File: src/rtl/controle_multiciclo.sv
// Multicycle control FSM for the RV32I core: sequences fetch/decode/execute/
// memory/write-back, drives datapath selects and counts retired instructions.
module controle_multiciclo #(
  parameter int CNT_W = 32
) (
  input  logic             clk,
  input  logic             rst,
  input  logic [6:0]       opcode,
  input  logic [2:0]       funct3,
  input  logic             zero,
  input  logic             mem_ready,
  output logic             mem_req,
  output logic             mem_we,
  output logic             ir_write,
  output logic             pc_write,
  output logic             pc_src,
  output logic [1:0]       alu_src_a,
  output logic [1:0]       alu_src_b,
  output logic [1:0]       alu_op,
  output logic             reg_write,
  output logic [1:0]       wb_sel,
  output logic             illegal,
  output logic [CNT_W-1:0] instr_count,
  output logic [3:0]       state
);

  typedef enum logic [3:0] {
    S_FETCH    = 4'd0,
    S_DECODE   = 4'd1,
    S_EXEC_R   = 4'd2,
    S_EXEC_I   = 4'd3,
    S_MEM_ADDR = 4'd4,
    S_MEM_RD   = 4'd5,
    S_MEM_WR   = 4'd6,
    S_WB_MEM   = 4'd7,
    S_WB_ALU   = 4'd8,
    S_BRANCH   = 4'd9,
    S_JAL      = 4'd10,
    S_LUI      = 4'd11,
    S_TRAP     = 4'd15
  } state_t;

  localparam logic [6:0] OP_R     = 7'b0110011;
  localparam logic [6:0] OP_I     = 7'b0010011;
  localparam logic [6:0] OP_LOAD  = 7'b0000011;
  localparam logic [6:0] OP_STORE = 7'b0100011;
  localparam logic [6:0] OP_BR    = 7'b1100011;
  localparam logic [6:0] OP_JAL   = 7'b1101111;
  localparam logic [6:0] OP_LUI   = 7'b0110111;

  state_t           state_q, state_d;
  logic [CNT_W-1:0] count_q, count_d;
  logic             illegal_q, illegal_d;
  logic             mem_req_q, mem_req_d;
  logic             mem_we_q, mem_we_d;
  logic             pc_write_q, pc_write_d;
  logic             pc_src_q, pc_src_d;
  logic [1:0]       alu_src_a_q, alu_src_a_d;
  logic [1:0]       alu_src_b_q, alu_src_b_d;
  logic [1:0]       alu_op_q, alu_op_d;
  logic             reg_write_q, reg_write_d;
  logic [1:0]       wb_sel_q, wb_sel_d;
  logic             take;
  logic             fetch_done;

  function automatic state_t decode_next(input logic [6:0] op);
    case (op)
      OP_R:              return S_EXEC_R;
      OP_I:              return S_EXEC_I;
      OP_LOAD, OP_STORE: return S_MEM_ADDR;
      OP_BR:             return S_BRANCH;
      OP_JAL:            return S_JAL;
      OP_LUI:            return S_LUI;
      default:           return S_TRAP;
    endcase
  endfunction

  // Next-state logic; reset wins over every transition, including TRAP.
  always_comb begin
    state_d = state_q;
    if (rst) begin
      state_d = S_FETCH;
    end else begin
      case (state_q)
        S_FETCH:    state_d = mem_ready ? S_DECODE : S_FETCH;
        S_DECODE:   state_d = decode_next(opcode);
        S_EXEC_R:   state_d = S_WB_ALU;
        S_EXEC_I:   state_d = S_WB_ALU;
        S_MEM_ADDR: state_d = (opcode == OP_LOAD) ? S_MEM_RD : S_MEM_WR;
        S_MEM_RD:   state_d = mem_ready ? S_WB_MEM : S_MEM_RD;
        S_MEM_WR:   state_d = mem_ready ? S_FETCH : S_MEM_WR;
        S_WB_MEM:   state_d = S_FETCH;
        S_WB_ALU:   state_d = S_FETCH;
        S_LUI:      state_d = S_WB_ALU;
        S_JAL:      state_d = S_FETCH;
        S_BRANCH:   state_d = S_FETCH;
        S_TRAP:     state_d = S_TRAP;
        default:    state_d = S_TRAP;
      endcase
    end
  end

  // Retire counter (bumps on every entry into FETCH) and sticky illegal flag.
  always_comb begin
    count_d   = count_q;
    illegal_d = illegal_q;
    if (rst) begin
      count_d   = {CNT_W{1'b0}};
      illegal_d = 1'b0;
    end else begin
      if (state_d == S_FETCH && state_q != S_FETCH) begin
        count_d = count_q + CNT_W'(1);
      end else begin
        count_d = count_q;
      end
      if (state_d == S_TRAP) begin
        illegal_d = 1'b1;
      end else begin
        illegal_d = illegal_q;
      end
    end
  end

  // Moore outputs decoded from the next state so they register alongside it.
  always_comb begin
    mem_req_d   = 1'b0;
    mem_we_d    = 1'b0;
    pc_write_d  = 1'b0;
    pc_src_d    = 1'b0;
    alu_src_a_d = 2'd0;
    alu_src_b_d = 2'd0;
    alu_op_d    = 2'd0;
    reg_write_d = 1'b0;
    wb_sel_d    = 2'd0;
    case (state_d)
      S_FETCH: begin
        mem_req_d   = 1'b1;
        alu_src_b_d = 2'd2;
      end
      S_DECODE:   alu_src_b_d = 2'd1;
      S_EXEC_R: begin
        alu_src_a_d = 2'd1;
        alu_op_d    = 2'd2;
      end
      S_EXEC_I: begin
        alu_src_a_d = 2'd1;
        alu_src_b_d = 2'd1;
        alu_op_d    = 2'd2;
      end
      S_MEM_ADDR: begin
        alu_src_a_d = 2'd1;
        alu_src_b_d = 2'd1;
      end
      S_MEM_RD:   mem_req_d = 1'b1;
      S_MEM_WR: begin
        mem_req_d = 1'b1;
        mem_we_d  = 1'b1;
      end
      S_WB_MEM: begin
        reg_write_d = 1'b1;
        wb_sel_d    = 2'd1;
      end
      S_WB_ALU:   reg_write_d = 1'b1;
      S_LUI: begin
        alu_src_a_d = 2'd2;
        alu_src_b_d = 2'd1;
      end
      S_JAL: begin
        reg_write_d = 1'b1;
        wb_sel_d    = 2'd2;
        pc_write_d  = 1'b1;
        pc_src_d    = 1'b1;
      end
      S_BRANCH: begin
        alu_src_a_d = 2'd1;
        alu_op_d    = 2'd1;
        pc_src_d    = 1'b1;
      end
      S_TRAP:     mem_req_d = 1'b0;
      default:    mem_req_d = 1'b0;
    endcase
  end

  // Single state/output register bank.
  always_ff @(posedge clk) begin
    state_q     <= state_d;
    count_q     <= count_d;
    illegal_q   <= illegal_d;
    mem_req_q   <= mem_req_d;
    mem_we_q    <= mem_we_d;
    pc_write_q  <= pc_write_d;
    pc_src_q    <= pc_src_d;
    alu_src_a_q <= alu_src_a_d;
    alu_src_b_q <= alu_src_b_d;
    alu_op_q    <= alu_op_d;
    reg_write_q <= reg_write_d;
    wb_sel_q    <= wb_sel_d;
  end

  // Fetch completion and branch decision must act in the same cycle as their inputs.
  assign take       = ((funct3 == 3'b000) & zero) | ((funct3 == 3'b001) & ~zero);
  assign fetch_done = (state_q == S_FETCH) & mem_ready;

  assign mem_req     = ~rst & mem_req_q;
  assign mem_we      = ~rst & mem_we_q;
  assign ir_write    = ~rst & fetch_done;
  assign pc_write    = ~rst & (fetch_done | pc_write_q | ((state_q == S_BRANCH) & take));
  assign pc_src      = ~rst & pc_src_q;
  assign alu_src_a   = {2{~rst}} & alu_src_a_q;
  assign alu_src_b   = {2{~rst}} & alu_src_b_q;
  assign alu_op      = {2{~rst}} & alu_op_q;
  assign reg_write   = ~rst & reg_write_q;
  assign wb_sel      = {2{~rst}} & wb_sel_q;
  assign illegal     = ~rst & illegal_q;
  assign instr_count = {CNT_W{~rst}} & count_q;
  assign state       = state_q;

endmodule

File: config.mk
export PLATFORM = sky130hd
export DESIGN_NAME = controle_multiciclo
export DESIGN_NICKNAME = d
export VERILOG_FILES = /design/src/rtl/controle_multiciclo.sv
export SDC_FILE = /design/constraint.sdc
export NUM_CORES = 1
export LEC_CHECK = 0
export CORE_ASPECT_RATIO = 0.6
export CORE_MARGIN = 5
export CORE_UTILIZATION = 62
export DETAILED_ROUTE_END_ITERATION = 10
export DONT_BUFFER_PORTS = 1
export PLACE_DENSITY = 0.78
export REMOVE_ABC_BUFFERS = 1
export SLEW_MARGIN = 40
export SYNTH_ARGS = -nofsm -noshare
export SYNTH_HDL_FRONTEND = slang
export SYNTH_SLANG_ARGS = --single-unit
export TNS_END_PERCENT = 100
File: constraint.sdc
create_clock -name clk -period 6.41 [get_ports clk]
set_input_delay 1.282 -clock clk [delete_from_list [all_inputs] [get_ports clk]]
set_output_delay 1.282 -clock clk [all_outputs]
set_load 0.1 [all_outputs]
# [Word level (Yosys, flattened, before mapping)]
# Index checks and enable logic that the tools add are counted.
[word_totals] reg_bits=50 in_bits=14 out_inout_bits=51 wordCells=95
[op_classes] addsub=1 eq_ne=31 n_mux=16 n_bitwise=21 n_reduce_logical=14
[ops] cell="4-bit == test, second input constant" n=9
[ops] cell="32-bit by 1-bit adder with 32-bit output, second input constant" n=1
[ops] cell="32-bit AND" n=1
[ops] cell="4-bit by 3-bit == test with 1-bit output, second input constant" n=8
[ops] cell="4-bit one-hot mux with 7 select lines" n=1
[ops] cell="4-bit one-hot mux with 6 select lines" n=1
[ops] cell="7-bit by 6-bit == test with 1-bit output, second input constant" n=3
[ops] cell="4-bit by 2-bit == test with 1-bit output, second input constant" n=4
[ops] cell="2-bit one-hot mux with 2 select lines" n=4
[ops] cell="7-bit == test, second input constant" n=2
[ops] cell="4-bit OR reduction" n=3
[ops] cell="1-bit AND" n=11
[ops] cell="3-bit OR reduction" n=3
[ops] cell="2-bit AND" n=4
[ops] cell="4-bit by 1-bit == test with 1-bit output, second input constant" n=2
[ops] cell="4-bit logical NOT" n=2
[ops] cell="7-bit by 2-bit == test with 1-bit output, second input constant" n=1
[ops] cell="7-bit by 5-bit == test with 1-bit output, second input constant" n=1
[ops] cell="1-bit two-way mux" n=6
[ops] cell="2-bit OR reduction" n=3
[ops] cell="2-bit two-way mux" n=2
[ops] cell="4-bit two-way mux" n=1
[ops] cell="4-bit nonzero test" n=1
[ops] cell="3-bit by 1-bit == test with 1-bit output, second input constant" n=1
[ops] cell="other kinds (5)" n=8

# [Longest topological paths before layout]
# Gate-level depths: netlist of the first run.
[logic_depth] ltp_word=8 ltp_mapped=9 mapped_depth_nobuf=6

# [Worst setup path after synthesis of the first run]
# OpenSTA, ideal clock, no wires.
[synth_path] path_kind="input-to-output" start="input opcode[2]" end="output ir_write" t_arrival_ns=5.363 required_time_ns=5.128 setup_slack_ns=-0.235 stages=6 n_path_buf=1 cell_sequence="nand4bb_1 -> or4b_4 -> a21oi_4 -> nand2_2 -> clkbuf_1 -> nor4_1"
[synth_rtl] item="start, declared" line="8" rtl="input logic [6:0] opcode,"
[synth_rtl] item="end, declared" line="14" rtl="output logic ir_write,"

==> metrics.yaml, run 1 <==
run_status: "complete, no violations"
powerDensity_nw_per_um2: 395
fin_crit_sh: 0.698
seq_area_um2: 981
ys_seq_area_frac: 0.327
grt_pass1_vias: 2479
ctsHoldBuffers: 0
required_ps: 5130
synth_top_flop_cell: "dfxtp_1"
rows: 19
cp.arrival_ps: 3190
drt-vias-per-instance: 6.40
synth_edf_count: 0
max_stage_delay_ps: 580
io_buffers: 0
pre_cts_ws_ps: 1960
worst_pin_slew_ps: 711
cts_resized: 0
htreeDepth: 2
io_pins: 65
leakagePower_nw: 1.14
synth_top_area_frac: 0.327
final_nets: 362
grt_usage: 0.236
syn_area_um2: 3000
post_cts_buffers: 0
wl_per_cell_um: 18.2
start_util: 0.649
finClkSkew_ps: 3.74
hpwl_um: 5270
grt_pass1_wl_um: 12400
overflow: 0
synth_area_leaders: "dfxtp_1, nor2b_1, mux2_4"
grt_max_degree: 90
rsz0062_at_grt: "false"
max_cap_violations: 0
finalCriticalPeriod_ps: 4470
die_y_um: 63.8
worst_slack_ps: 1940
vdd_drop_max_v: 0.000311
synth-async-reset-ratio: 0
clk_pin_slew_ps: 90
core_um2: 4610
slew_headroom: 0.525
dieWidth_um: 99.7
worstHoldPathType: "flip-flop to flip-flop"
slew_viol_final: 0
yosysWarnings: 0
dieArea_um2: 6370
setup_violations: 0
critPathKind: "input pin to output pin"
fmax_mhz: 224
critPathMaxFanout: 20
vias: 2629
numCtsBuffers: 5
cp_slowest_cell: "or4b_4"
clk_path_buf_depth: 2
drt-total-wl_um: 7490
cts_tree: "done"
antenna_found_initial: 0
syn_inst: 358
hold_viol: 0
initialDrtViolationCount: 203
layout-drive-gt1-share: 0.276
routabilityCongestion: 0.873
finalPower_mw: 1.37
synth_seq_cells: 49
cts.sinks: 49
ant_nets: 0
path_cells: "nand4bb_1, or4b_4, a21oi_4, nand2_2, nor4_2, clkbuf_16"
end_kind: "output pin"
root_buffer: "clkbuf_8"
drc: 0
filler_cell_count: 342
clkLatencyLatePin_ps: 300
synth_top_area_cell: "dfxtp_1"
start_kind: "input pin"
first_pass_iters: 5
syn_to_final_growth_pct: 15.4
num_antenna_cells: 0
ys_types: 54
multiInputGateArea_um2: 2200
synth_area_per_cell_um2: 8.37
-- cell usage after synthesis, types with 5 or more instances --
| cell | number |
|---|---|
| a21oi_1 | 14 |
| and3_1 | 7 |
| buf_2 | 5 |
| buf_6 | 6 |
| clkbuf_1 | 12 |
| dfxtp_1 | 49 |
| inv_1 | 6 |
| mux2_2 | 9 |
| mux2_4 | 12 |
| nand2_1 | 16 |
| nand3_1 | 17 |
| nand4_1 | 9 |
| nor2_1 | 36 |
| nor2b_1 | 47 |
| nor3_1 | 24 |
| nor4_1 | 5 |
| o21ai_0 | 7 |
| o31ai_1 | 8 |
| or3_1 | 7 |
| or4_1 | 9 |
-- logic make-up (layout without fill, tap and decap cells) --
logic type / after synthesis / in the layout / share of synthesized area
xor gates and xnor gates: 1 / 1 / 0.00292
adders and majority gates: 1 / 1 / 0.00418
muxes: 21 / 21 / 0.0940
and+or+nand+nor: 209 / 209 / 0.409
DFF: 49 / 49 / 0.327
buffers and inverters: 30 / 20 / 0.0547
AOI/OAI and AO/OA: 47 / 47 / 0.107
-- path summary, 6_finish.rpt --
path / end / slack [ps] / cells past startpoint / from
worst max-delay path: ir_write / 1940 / 6 / opcode[2]
worst min-delay path: count_q[23] / 500 / 2 / count_q[23]
worst max register to register: count_q[20] / 2980 / 7 / state[2]
worst min register to register: count_q[23] / 500 / 2 / count_q[23]
-- stage by stage --
step / hold WS, ps / util / setup TNS (ps) / area (um2) / std cells
final: 501 / 0.750 / 0 / 3460 / 411
after detailed placement: 485 / 0.725 / 0 / 3350 / 403
after global placement: 475 / 0.677 / 0 / 3120 / 403
after global routing: 531 / 0.750 / 0 / 3460 / 411
after floorplan: 450 / - / -204 / 2850 / 334
after CTS: 499 / 0.750 / 0 / 3460 / 411
-- worst max-delay path: cells and delay by family --
family / cells / cell delay [ps]
AOI/OAI and AO/OA: 1 / 220
buffers and inverters: 1 / 270
and+or+nand+nor: 4 / 1420
-- registers in the layout, summed over array words and instances (netlist names) --
register     count
alu_src_a_q      2
wb_sel_q         1
mem_we_q         1
alu_op_q         2
reg_write_q      1
alu_src_b_q      2
state            4
illegal_q        1
pc_src_q         1
mem_req_q        1
pc_write_q       1
count_q         32
-- placed cells by master, fill, tap and decap left out, types with 4 or more instances in the layout --
cell	count
or4_1	9
nor2b_4	43
buf_4	5
nor3_1	24
nand3_1	17
dfxtp_1	49
mux2_2	9
nor4_1	4
and2_1	4
o31ai_1	8
inv_1	6
mux2_4	12
nor2b_1	4
o21ai_0	7
clkbuf_8	5
nand4_1	9
nand2_1	16
nor2_1	34
and4_1	4
and3_1	7
or3_1	7
a21oi_1	14
-- per-layer routing --
metal / track usage / vias up / part of all wire
li1: - / 1265 / -
met1: 0.332 / 1241 / 0.46
met2: 0.360 / 117 / 0.44
met3: 0.0663 / 6 / 0.095
met4: 0.0528 / 0 / 0.0056
met5: 0 / - / 0
-- cell type report --
| class | instances | share of cell area |
|---|---|---|
| clock buffers | 6 | 0.0210 |
| clock inverters | 2 | 0.0112 |
| inverters | 6 | 0.00651 |
| multi-input cells | 279 | 0.637 |
| flip-flops and latches | 49 | 0.284 |
| well taps | 63 | 0.0228 |
| repair buffers | 6 | 0.0181 |
-- power by group --
group          internal [mW]  total (mW)  switching (mW)
Clock                  0.117       0.225           0.108
Sequential             0.342       0.355          0.0131
Combinational          0.192       0.787           0.594
Note: power is estimated with default switching activity, not from simulation.
==> run 2: changes to the inputs <==
--- a/config.mk
+++ b/config.mk
@@ -7,10 +7,10 @@
 export LEC_CHECK = 0
 export CORE_ASPECT_RATIO = 0.6
 export CORE_MARGIN = 5
-export CORE_UTILIZATION = 62
+export CORE_UTILIZATION = 57
 export DETAILED_ROUTE_END_ITERATION = 10
 export DONT_BUFFER_PORTS = 1
-export PLACE_DENSITY = 0.78
+export PLACE_DENSITY = 0.75
 export REMOVE_ABC_BUFFERS = 1
 export SLEW_MARGIN = 40
 export SYNTH_ARGS = -nofsm -noshare
==> constraint.sdc (replaced) <==
create_clock -name clk -period 3.6 [get_ports clk]
set_input_delay 0.72 -clock clk [delete_from_list [all_inputs] [get_ports clk]]
set_output_delay 0.72 -clock clk [all_outputs]
set_load 0.1 [all_outputs]
==> metrics.yaml, run 2 (synthesis results as in run 1) <==
clk_path_buf_depth: 2
layout_common_cells: "buf_4, dfxtp_1, nor2b_2"
met3_usage: 0.0683
first_pass_iters: 4
fmax_mhz: 295
cts_tree: "done"
hold_viol: 0
grt_use_met1: 0.307
cts.sinks: 49
cp.arrival_ps: 2670
r2r_cells: 7
vias: 2746
initialDrtViolationCount: 239
critPathMaxFanout: 13
leakagePower_nw: 1.37
worst_slack_ps: 211
whs_path_depth: 1
critPathKind: "flip-flop to output pin"
cts_resized: 0
start_kind: "flip-flop"
vdd_drop_max_v: 0.000547
max_cap_violations: 0
drt-vias-per-instance: 5.96
overflow: 0
post_cts_buffers: 0
slew_headroom: 0.548
grt_pass1_vias: 2524
finalCriticalPeriod_ps: 3390
worstHoldPathType: "input pin to flip-flop"
dpl_cell_area_um2: 3480
layout-drive-gt1-share: 0.365
clk_pin_slew_ps: 90
end_kind: "output pin"
ctsHoldBuffers: 0
busiest_layer: "met2"
fin_crit_sh: 0.941
worst_pin_slew_ps: 676
finClkSkew_ps: 5.92
die_y_um: 66.2
routabilityCongestion: 0.969
drt-total-wl_um: 7450
fin_area_um2: 3570
numCtsBuffers: 5
io_pins: 65
r2r_slack_ps: 520
ant_nets: 0
dieArea_um2: 6850
hold_slack_ps: 478
rsz0062_at_grt: "false"
root_buffer: "clkbuf_8"
rows: 20
grt_pass1_wl_um: 12300
use_met2: 0.319
largest_reg_flops: 32
slew_viol_final: 0
run_status: "complete, no violations"
powerDensity_nw_per_um2: 679
largest_register: "count_q"
antenna_found_initial: 0
htreeDepth: 2
place_inst: 453
final_nets: 409
core_um2: 5080
required_ps: 2880
grt_usage: 0.218
grt_max_degree: 90
final_common_cell: "buf_4"
fin_cells: 461
setup_violations: 0
dieWidth_um: 104
hpwl_um: 5470
start_util: 0.590
pre_cts_ws_ps: 524
drc: 0
syn_to_final_growth_pct: 19.3
clkLatencyLatePin_ps: 310
wl_per_cell_um: 16.2
num_antenna_cells: 0
io_buffers: 0
## run 2: final cells by class
class | count | area [um2]
Timing Repair Buffer | 53 | 415
Inverter | 6 | 22.5
Clock inverter | 3 | 28.8
Sequential cell | 49 | 981
Tap cell | 66 | 82.6
Clock buffer | 5 | 68.8
Multi-Input combinational cell | 279 | 1980
Fill cell | 431 | 1510
## run 2: power breakdown
group	internal, mW	total (mW)	leakage [nW]	switching, mW
clock network	0.147	0.353	0.0511	0.207
registers	0.609	0.673	0.397	0.0640
logic	0.374	1.40	0.921	1.03
total	1.13	2.43	1.37	1.30
## run 2: critical path, cell delays in order (launching register included)
cell and delay (ps):
dfxtp_1 570, or4b_4 520, or3_1 390, nand3_1 130
nor2_1 130, nor4_2 350, clkbuf_16 260
## run 2: worst paths after layout
path / endpoint / from
worst max register to register: count_q[20] / state[1]
worst max-delay path: ir_write / state[2]
worst min register to register: count_q[19] / count_q[19]
worst min-delay path: count_q[23] / rst
## run 2: per-layer routing
| layer | vias up | share of wire |
|---|---|---|
| met5 | - | 0 |
| met4 | 0 | 0.013 |
| met3 | 10 | 0.098 |
| met2 | 105 | 0.41 |
| met1 | 1267 | 0.48 |
| li1 | 1364 | - |
## run 2: metrics by stage
stage / power [mW] / setup TNS [ps] / utilization
after floorplan: 1.70 / -2420 / -
after global placement: 2.03 / 0 / 0.684
after detailed placement: 2.06 / 0 / 0.684
after CTS: 2.41 / 0 / 0.704
after global routing: 2.57 / 0 / 0.704
final: 2.43 / 0 / 0.704
